**src/rtl/awgn_adder.sv**
```systemverilog
// Channel impairment stage: adds a buffered Gaussian noise sample to each s<8,6>
// symbol, rounds half-up and saturates back to s<8,6>. Latency 2, no back-pressure.
module awgn_adder #(
  parameter int FIFO_DEPTH = 4,
  parameter int CNT_W      = 16
) (
  input  logic             i_clock,
  input  logic             i_reset,
  input  logic [7:0]       i_data,
  input  logic             i_valid,
  input  logic [15:0]      i_noise_data,
  input  logic             i_noise_valid,
  input  logic             i_noise_en,
  output logic             o_noise_ce,
  output logic [7:0]       o_data,
  output logic             o_valid,
  output logic [CNT_W-1:0] o_underrun_cnt,
  output logic [CNT_W-1:0] o_overflow_cnt
);

  localparam int AW = $clog2(FIFO_DEPTH);
  localparam logic [AW:0] DEPTH_L    = (AW+1)'(FIFO_DEPTH);
  localparam logic [AW:0] CE_LIMIT_L = (AW+1)'(FIFO_DEPTH - 2);

  // Handshake: i_valid and i_noise_valid are one-cycle qualifiers with no ready;
  // o_valid follows every i_valid exactly two cycles later and cannot be stalled.

  logic [15:0]       mem [FIFO_DEPTH];
  logic [AW-1:0]     rd_ptr;
  logic [AW-1:0]     wr_ptr;
  logic [AW:0]       count;
  logic              full;
  logic              empty;
  logic              pop;
  logic              push;
  logic              overflow;
  logic              underrun;
  logic [15:0]       noise_sel;
  logic signed [16:0] sym_al;
  logic signed [16:0] noise_ext;
  logic signed [16:0] sum;
  logic signed [16:0] s1_sum;
  logic              s1_valid;
  logic signed [16:0] rnd;
  logic signed [16:0] shifted;
  logic [7:0]        sat;

  always_comb begin
    full      = (count == DEPTH_L);
    empty     = (count == '0);
    pop       = i_valid & i_noise_en & ~empty;
    underrun  = i_valid & i_noise_en & empty;
    // A pop frees the head slot at the same edge, so a full FIFO can still accept.
    push      = i_noise_valid & (~full | pop);
    overflow  = i_noise_valid & full & ~pop;
    noise_sel = pop ? mem[rd_ptr] : 16'h0000;
    sym_al    = {{4{i_data[7]}}, i_data, 5'b00000};
    noise_ext = {noise_sel[15], noise_sel};
    sum       = sym_al + noise_ext;
  end

  always_ff @(posedge i_clock) begin
    if (push) begin
      mem[wr_ptr] <= i_noise_data;
    end
  end

  always_ff @(posedge i_clock) begin
    if (i_reset) begin
      rd_ptr     <= '0;
      wr_ptr     <= '0;
      count      <= '0;
      o_noise_ce <= 1'b1;
    end else begin
      if (push) wr_ptr <= wr_ptr + 1'b1;
      if (pop)  rd_ptr <= rd_ptr + 1'b1;
      case ({push, pop})
        2'b10:   count <= count + 1'b1;
        2'b01:   count <= count - 1'b1;
        default: count <= count;
      endcase
      // Threshold of DEPTH-2 leaves room for one sample already in flight.
      o_noise_ce <= (count <= CE_LIMIT_L);
    end
  end

  always_ff @(posedge i_clock) begin
    if (i_reset) begin
      o_underrun_cnt <= '0;
      o_overflow_cnt <= '0;
    end else begin
      if (underrun && (o_underrun_cnt != '1)) o_underrun_cnt <= o_underrun_cnt + 1'b1;
      if (overflow && (o_overflow_cnt != '1)) o_overflow_cnt <= o_overflow_cnt + 1'b1;
    end
  end

  always_comb begin
    rnd     = s1_sum + 17'sd16;
    shifted = rnd >>> 5;
    if (shifted > 17'sd127) begin
      sat = 8'h7F;
    end else if (shifted < -17'sd128) begin
      sat = 8'h80;
    end else begin
      sat = shifted[7:0];
    end
  end

  always_ff @(posedge i_clock) begin
    if (i_reset) begin
      s1_sum   <= '0;
      s1_valid <= 1'b0;
      o_data   <= 8'h00;
      o_valid  <= 1'b0;
    end else begin
      s1_valid <= i_valid;
      if (i_valid) s1_sum <= sum;
      o_valid <= s1_valid;
      if (s1_valid) o_data <= sat;
    end
  end

endmodule
```
**config.mk**
```make
export PLATFORM = sky130hd
export DESIGN_NAME = awgn_adder
export DESIGN_NICKNAME = d
export VERILOG_FILES = /design/src/rtl/awgn_adder.sv
export SDC_FILE = /design/constraint.sdc
export NUM_CORES = 1
export LEC_CHECK = 0
export ABC_AREA = 1
export CAP_MARGIN = 15
export CORE_UTILIZATION = 60
export CTS_BUF_LIST = sky130_fd_sc_hd__clkbuf_16
export DETAILED_ROUTE_END_ITERATION = 10
export PLACE_DENSITY = 0.92
export SETUP_SLACK_MARGIN = 0.3
export SYNTH_ARGS = -nofsm -noshare
export SYNTH_HDL_FRONTEND = slang
export SYNTH_SLANG_ARGS = --single-unit
```
**constraint.sdc**
```tcl
create_clock -name i_clock -period 4.7 [get_ports i_clock]
set_input_delay 0.94 -clock i_clock [delete_from_list [all_inputs] [get_ports i_clock]]
set_output_delay 0.94 -clock i_clock [all_outputs]
set_load 0.02 [all_outputs]
```
==> flow_metrics.tcl, run 1 <==
set metrics [dict create \
    critPathMaxFanout 12 \
    avgRoutedWirePerCell_um 16.0 \
    grt_pass1_vias 5043 \
    numPortBuffers 66 \
    worst_slew_pin_slew_ns 1.05 \
    place_congestion 0.907 \
    finalHoldViolations 0 \
    arrival_ns 4.01 \
    grt_overflow 0 \
    crit_type "in -> reg" \
    grt_pass1_wl_um 23400 \
    firstDrtPassIters 6 \
    synth_seq_cells 113 \
    clock_skew_ns 0.0104 \
    post_cts_buffers 0 \
    grt_use_total_pct 30.5 \
    fmax_ghz 0.270 \
    timing.setup.tns_ns 0 \
    h-tree-depth 4 \
    start_util_pct 61.5 \
    avgViaCountPerCell 5.87 \
    cts_hold_buf 0 \
    p_leak_nw 2.78 \
    critPathCaptureType "flop" \
    synthMuxAreaShare_pct 0 \
    dpl_worst_slack_ns 0.764 \
    yosys.area_share.adder_pct 4.91 \
    synthSimpleGateAreaFrac_pct 22.4 \
    antenna_found_initial 0 \
    die_y_um 99.1 \
    cts.sinks 113 \
    hpwl_um 8910 \
    rows 35 \
    drc 0 \
    maxCapViolCount 0 \
    synth-xor-area-share_pct 2.32 \
    n_fill_cell 565 \
    fin_ws_ns 0.990 \
    yosysWarnings 0 \
    drv_slew 0 \
    reg2reg_depth 13 \
    cts_root_buf "clkbuf_16" \
    ys_seq_area_share_pct 48.5 \
    final_common_cell "nand2_1" \
    synthCells 685 \
    diodes 0 \
    ioPinCount 71 \
    syn_area_per_cell_sq_um 8.25 \
    rsz0062_at_grt "false" \
    clkTransAtPathRegs_ns 0.05 \
    status "finished, final reports clean" \
    synth_top_family_by_area "simple AND/OR/NAND/NOR gates" \
    synth_nets 735 \
    start_kind "input port" \
    reg2reg_slack_ns 1.49 \
    tritoncts "built" \
    vias 5163 \
    syn2layout_area_growth_pct 23.8 \
    hold_path_class "reg -> reg" \
    coreArea_sq_um 9200 \
    fp.dieArea_sq_um 9810 \
    post-route-period-util_pct 78.9 \
    synth_compound_area_share_pct 14.7 \
    grt_max_degree 40 \
    synthDistinctLibCells 40 \
    mostFrequentLayoutCells "nand2_1 (101), nor2_1 (90), inv_1 (82)" \
    hold_path_depth 2 \
    power.density_nw_per_um2 379 \
    cts_made_buffers 17 \
    multiInputGateArea_sq_um 2510 \
    fin_crit_ns 3.71 \
    first_iter_violations 485 \
    irDropWorstVdd_uv 343 \
    regArea_sq_um 2740 \
    drive_gt1_share_pct 8.58 \
    chipWidth_um 99.1 \
    syn_area_sq_um 5650 \
    worstPathRequired_ns 5.00 \
    nNetsFinal 806 \
    relSlewSlack_pct 30.2 \
    cts_max_path_buffers 2 \
    ant_nets 0 \
    wirelength_um 14000 \
    postCtsResizedCells 0 \
    finalSetupViolCount 0 \
    clock_latency_ns 0.41 \
]
report_power, final:
part	internal, mW	switching [mW]
logic	0.104	0.180
registers	1.07	0.0309
clock network	0.786	0.482
registers in the layout, indices dropped and copies added, names as in the netlist, named ones only:
| register | count |
|---|---|
| mem | 48 |
| o_overflow_cnt | 16 |
| o_underrun_cnt | 16 |
| s1_sum | 13 |
| o_data | 8 |
| count | 3 |
| rd_ptr | 2 |
| wr_ptr | 2 |
| o_noise_ce | 1 |
| o_valid | 1 |
| s1_valid | 1 |
synth_stat cells, drive strengths merged:
cell type,instances,area [sq um]
o21a,3,22.5
nor3b,2,15.0
clkbuf,15,56.3
and3,2,12.5
buf,5,25.0
nand2,110,450
o211ai,2,15.0
inv,85,319
nor4,2,12.5
a211oi,1,7.51
a21oi,63,327
clkinv,1,3.75
xnor2,5,43.8
o21ba,1,10.0
o21ai,73,365
fa,2,40.0
nor3,17,95.1
ha,19,238
xor2,10,87.6
o21bai,3,22.5
nand4,16,100
nor2,99,433
dfxtp,65,1300
o22ai,1,6.26
edfxtp,48,1440
nand3,27,150
a31oi,7,43.8
o221ai,1,8.76
final cells by class:
cell class	instances	share of cell area [%]
inverter	86	4.61
clock inverter	15	2.27
multi-input combinational	466	35.8
timing repair buffer	72	10.1
clock buffer	17	6.08
tap	111	1.98
sequential	113	39.2
critical path, cell delays in order:
cell and delay [ns]:
clkdlybuf4s50_1 0.68, nand2_1 0.16, inv_1 0.08, nand2_1 0.29, a21oi_1 0.30, ha_1 0.34, a21oi_1 0.29, nor2_1 0.08
nor3_1 0.34, o21ai_0 0.18, nand2_1 0.09, nand2_1 0.04, o21ai_0 0.14, inv_1 0.05
through the flow:
| step | hold slack (ns) | power [mW] | instances | cell area (sq um) | util [%] |
|---|---|---|---|---|---|
| 2_1_floorplan | 0.436 | 1.30 | 685 | 5650 | - |
| 3_3_place_gp | 0.451 | 1.37 | 848 | 6420 | 69.8 |
| 3_5_place_dp | 0.464 | 1.39 | 848 | 6420 | 69.8 |
| 4_1_cts | 0.474 | 2.65 | 880 | 7000 | 76.1 |
| 5_1_grt | 0.519 | 2.74 | 880 | 7000 | 76.1 |
| 6_report | 0.479 | 2.65 | 880 | 7000 | 76.1 |
cell families after synthesis:
family	after synthesis
simple gates	275
compound gates	155
flops	113
buf+inv	106
fa+ha+maj	21
xor+xnor	15
final timing paths:
check / end / from
max: s1_sum[15]$_SDFFE_PP0P_ / i_valid
min: rd_ptr[1]$_SDFFE_PP0N_ / rd_ptr[1]$_SDFFE_PP0N_
max reg2reg: s1_sum[15]$_SDFFE_PP0P_ / flop
min reg2reg: rd_ptr[1]$_SDFFE_PP0N_ / rd_ptr[1]$_SDFFE_PP0N_
metal layers:
| layer | wire length (um) | GRT usage, % | share of wire, % |
|---|---|---|---|
| met1 | 5430 | 34.8 | 39 |
| met2 | 7040 | 53.0 | 50 |
| met3 | 988 | 7.45 | 7.0 |
| met4 | 580 | 16.0 | 4.1 |
| met5 | 0 | 0 | 0 |
Power figures use the tool's default switching activity.
==> run 2, diff against run 1 <==
- CORE_UTILIZATION: 60 -> 56
- PLACE_DENSITY: 0.92 -> 0.87
- clock period: 4.7 -> 3.7 ns (I/O delays scaled with it)
==> flow_metrics.tcl, run 2 (synthesis results as in run 1) <==
set metrics [dict create \
    clock_skew_ns 0.00987 \
    regMostFlops "mem" \
    finalSetupViolCount 0 \
    path_buf_inv 5 \
    chipWidth_um 102 \
    post-route-period-util_pct 79.1 \
    antenna_found_initial 0 \
    rsz0062_at_grt "false" \
    diodes 0 \
    coreArea_sq_um 9770 \
    swShare_pct 24.4 \
    timing.setup.tns_ns 0 \
    cp_slowest_stage_delay_ns 0.47 \
    relSlewSlack_pct 30.0 \
    grt_overflow 0 \
    hold_path_class "reg -> reg" \
    cts_made_buffers 17 \
    dp_cells 873 \
    drc 0 \
    ioPinCount 71 \
    start_util_pct 57.8 \
    fmax_ghz 0.342 \
    clock_latency_ns 0.41 \
    worstPathRequired_ns 4.00 \
    grt_max_degree 40 \
    firstDrtPassIters 7 \
    numPortBuffers 66 \
    start_kind "input port" \
    vias 5027 \
    clkTransAtPathRegs_ns 0.06 \
    maxCapViolCount 0 \
    worst_slew_pin_slew_ns 1.05 \
    status "finished, final reports clean" \
    cp.depth 15 \
    p_leak_nw 2.80 \
    place_congestion 0.877 \
    reg_top3 "mem x48, o_overflow_cnt x16, o_underrun_cnt x16" \
    first_iter_violations 355 \
    avgViaCountPerCell 5.55 \
    clkPwrFrac_pct 47.1 \
    postCtsResizedCells 0 \
    internal_power_mw 2.51 \
    grt_pass1_vias 4854 \
    arrival_ns 3.22 \
    syn2layout_area_growth_pct 24.5 \
    ant_nets 0 \
    cts_root_buf "clkbuf_16" \
    grt_pass1_wl_um 21400 \
    irDropWorstVdd_uv 324 \
    slowest_stage "clkdlybuf4s50_1" \
    mostFrequentLayoutCells "nand2_1 (101), nor2_1 (90), inv_1 (85)" \
    wirelength_um 13400 \
    final_common_cell "nand2_1" \
    cp_top_family "compound AO/OA/AOI/OAI gates" \
    critPathMaxFanout 7 \
    power.density_nw_per_um2 471 \
    grt_use_total_pct 26.9 \
    h-tree-depth 4 \
    finalHoldViolations 0 \
    layoutNonFillerInstCount 905 \
    avgRoutedWirePerCell_um 14.8 \
    crit_type "in -> reg" \
    hold_path_depth 2 \
    nNetsFinal 809 \
    drv_slew 0 \
    largest_reg_flops 48 \
    cts_max_path_buffers 2 \
    p_comb_share_pct 10.7 \
    cts.sinks 113 \
    reg2reg_depth 14 \
    cts_hold_buf 0 \
    die_y_um 102 \
    hpwl_um 8890 \
    fin_crit_ns 2.93 \
    p_seq_share_pct 42.1 \
    worstPathCellList "clkdlybuf4s50_1 > nand2_1 > inv_1 > nand2_1 > buf_4 > a21oi_1 > ha_1 > a21oi_1 > o21ai_0 > a21oi_1 > o21ai_0 > nand2_1 > inv_1 > o21ai_0 > inv_1" \
    p_switching_mw 0.809 \
    fp.dieArea_sq_um 10500 \
    drive_gt1_share_pct 8.68 \
    tritoncts "built" \
    post_cts_buffers 0 \
    critPathCaptureType "flop" \
    rows 36 \
]
-- run 2: changes by cell type in the layout (fill, tap and decap cells not counted), sizes merged --
cell	previous run	this run
buf	6	9
clkinv	8	5
clkbuf	17	18
clkinvlp	1	2
inv	90	91
-- run 2: power by group through the flow --
stage	logic [mW]	registers, mW	clock network [mW]
6_report	0.356	1.40	1.56
5_1_grt	0.400	1.40	1.64
4_1_cts	0.355	1.40	1.58
3_5_place_dp	0.349	1.42	0
3_3_place_gp	0.330	1.42	0
2_1_floorplan	0.223	1.42	0
-- run 2: path summary, 6_finish.rpt --
kind | startpoint | slack [ns] | end
worst max-delay path | i_valid | 0.77 | s1_sum[16]$_SDFFE_PP0P_
worst min-delay path | rd_ptr[1]$_SDFFE_PP0N_ | 0.49 | rd_ptr[1]$_SDFFE_PP0N_
worst max register to register | flop | 0.84 | s1_sum[15]$_SDFFE_PP0P_
worst min register to register | rd_ptr[1]$_SDFFE_PP0N_ | 0.49 | rd_ptr[1]$_SDFFE_PP0N_
-- run 2: metrics by stage --
step | hold slack, ns | area, sq um | power [mW] | worst slack (ns) | util, %
after global placement | 0.451 | 6470 | 1.75 | 0.385 | 66.2
after CTS | 0.484 | 7040 | 3.33 | 0.774 | 72.0
final | 0.493 | 7040 | 3.32 | 0.774 | 72.0
after global routing | 0.515 | 7040 | 3.44 | 0.539 | 72.0
after detailed placement | 0.471 | 6470 | 1.77 | 0.363 | 66.2
after floorplan | 0.436 | 5650 | 1.65 | 1.07 | -
-- run 2: area by class of cell --
type	count	area (sq um)
sequential	113	2740
multi-input combinational	466	2510
tap	133	166
clock inverter	14	123
inverter	86	323
timing repair buffer	75	728
clock buffer	18	450
fill	701	2740
-- run 2: worst min-delay path: stages (launching register included) --
cell	delay [ns]
dfxtp_1	0.29
inv_1	0.06
a21oi_1	0.08
-- run 2: routing by layer --
metal	GRT usage, %	up-vias	part of all wire, %
met2	48.8	203	52
met5	0	-	0
li1	-	2446	-
met1	29.9	2327	39
met3	6.02	51	5.9
met4	12.6	0	3.0
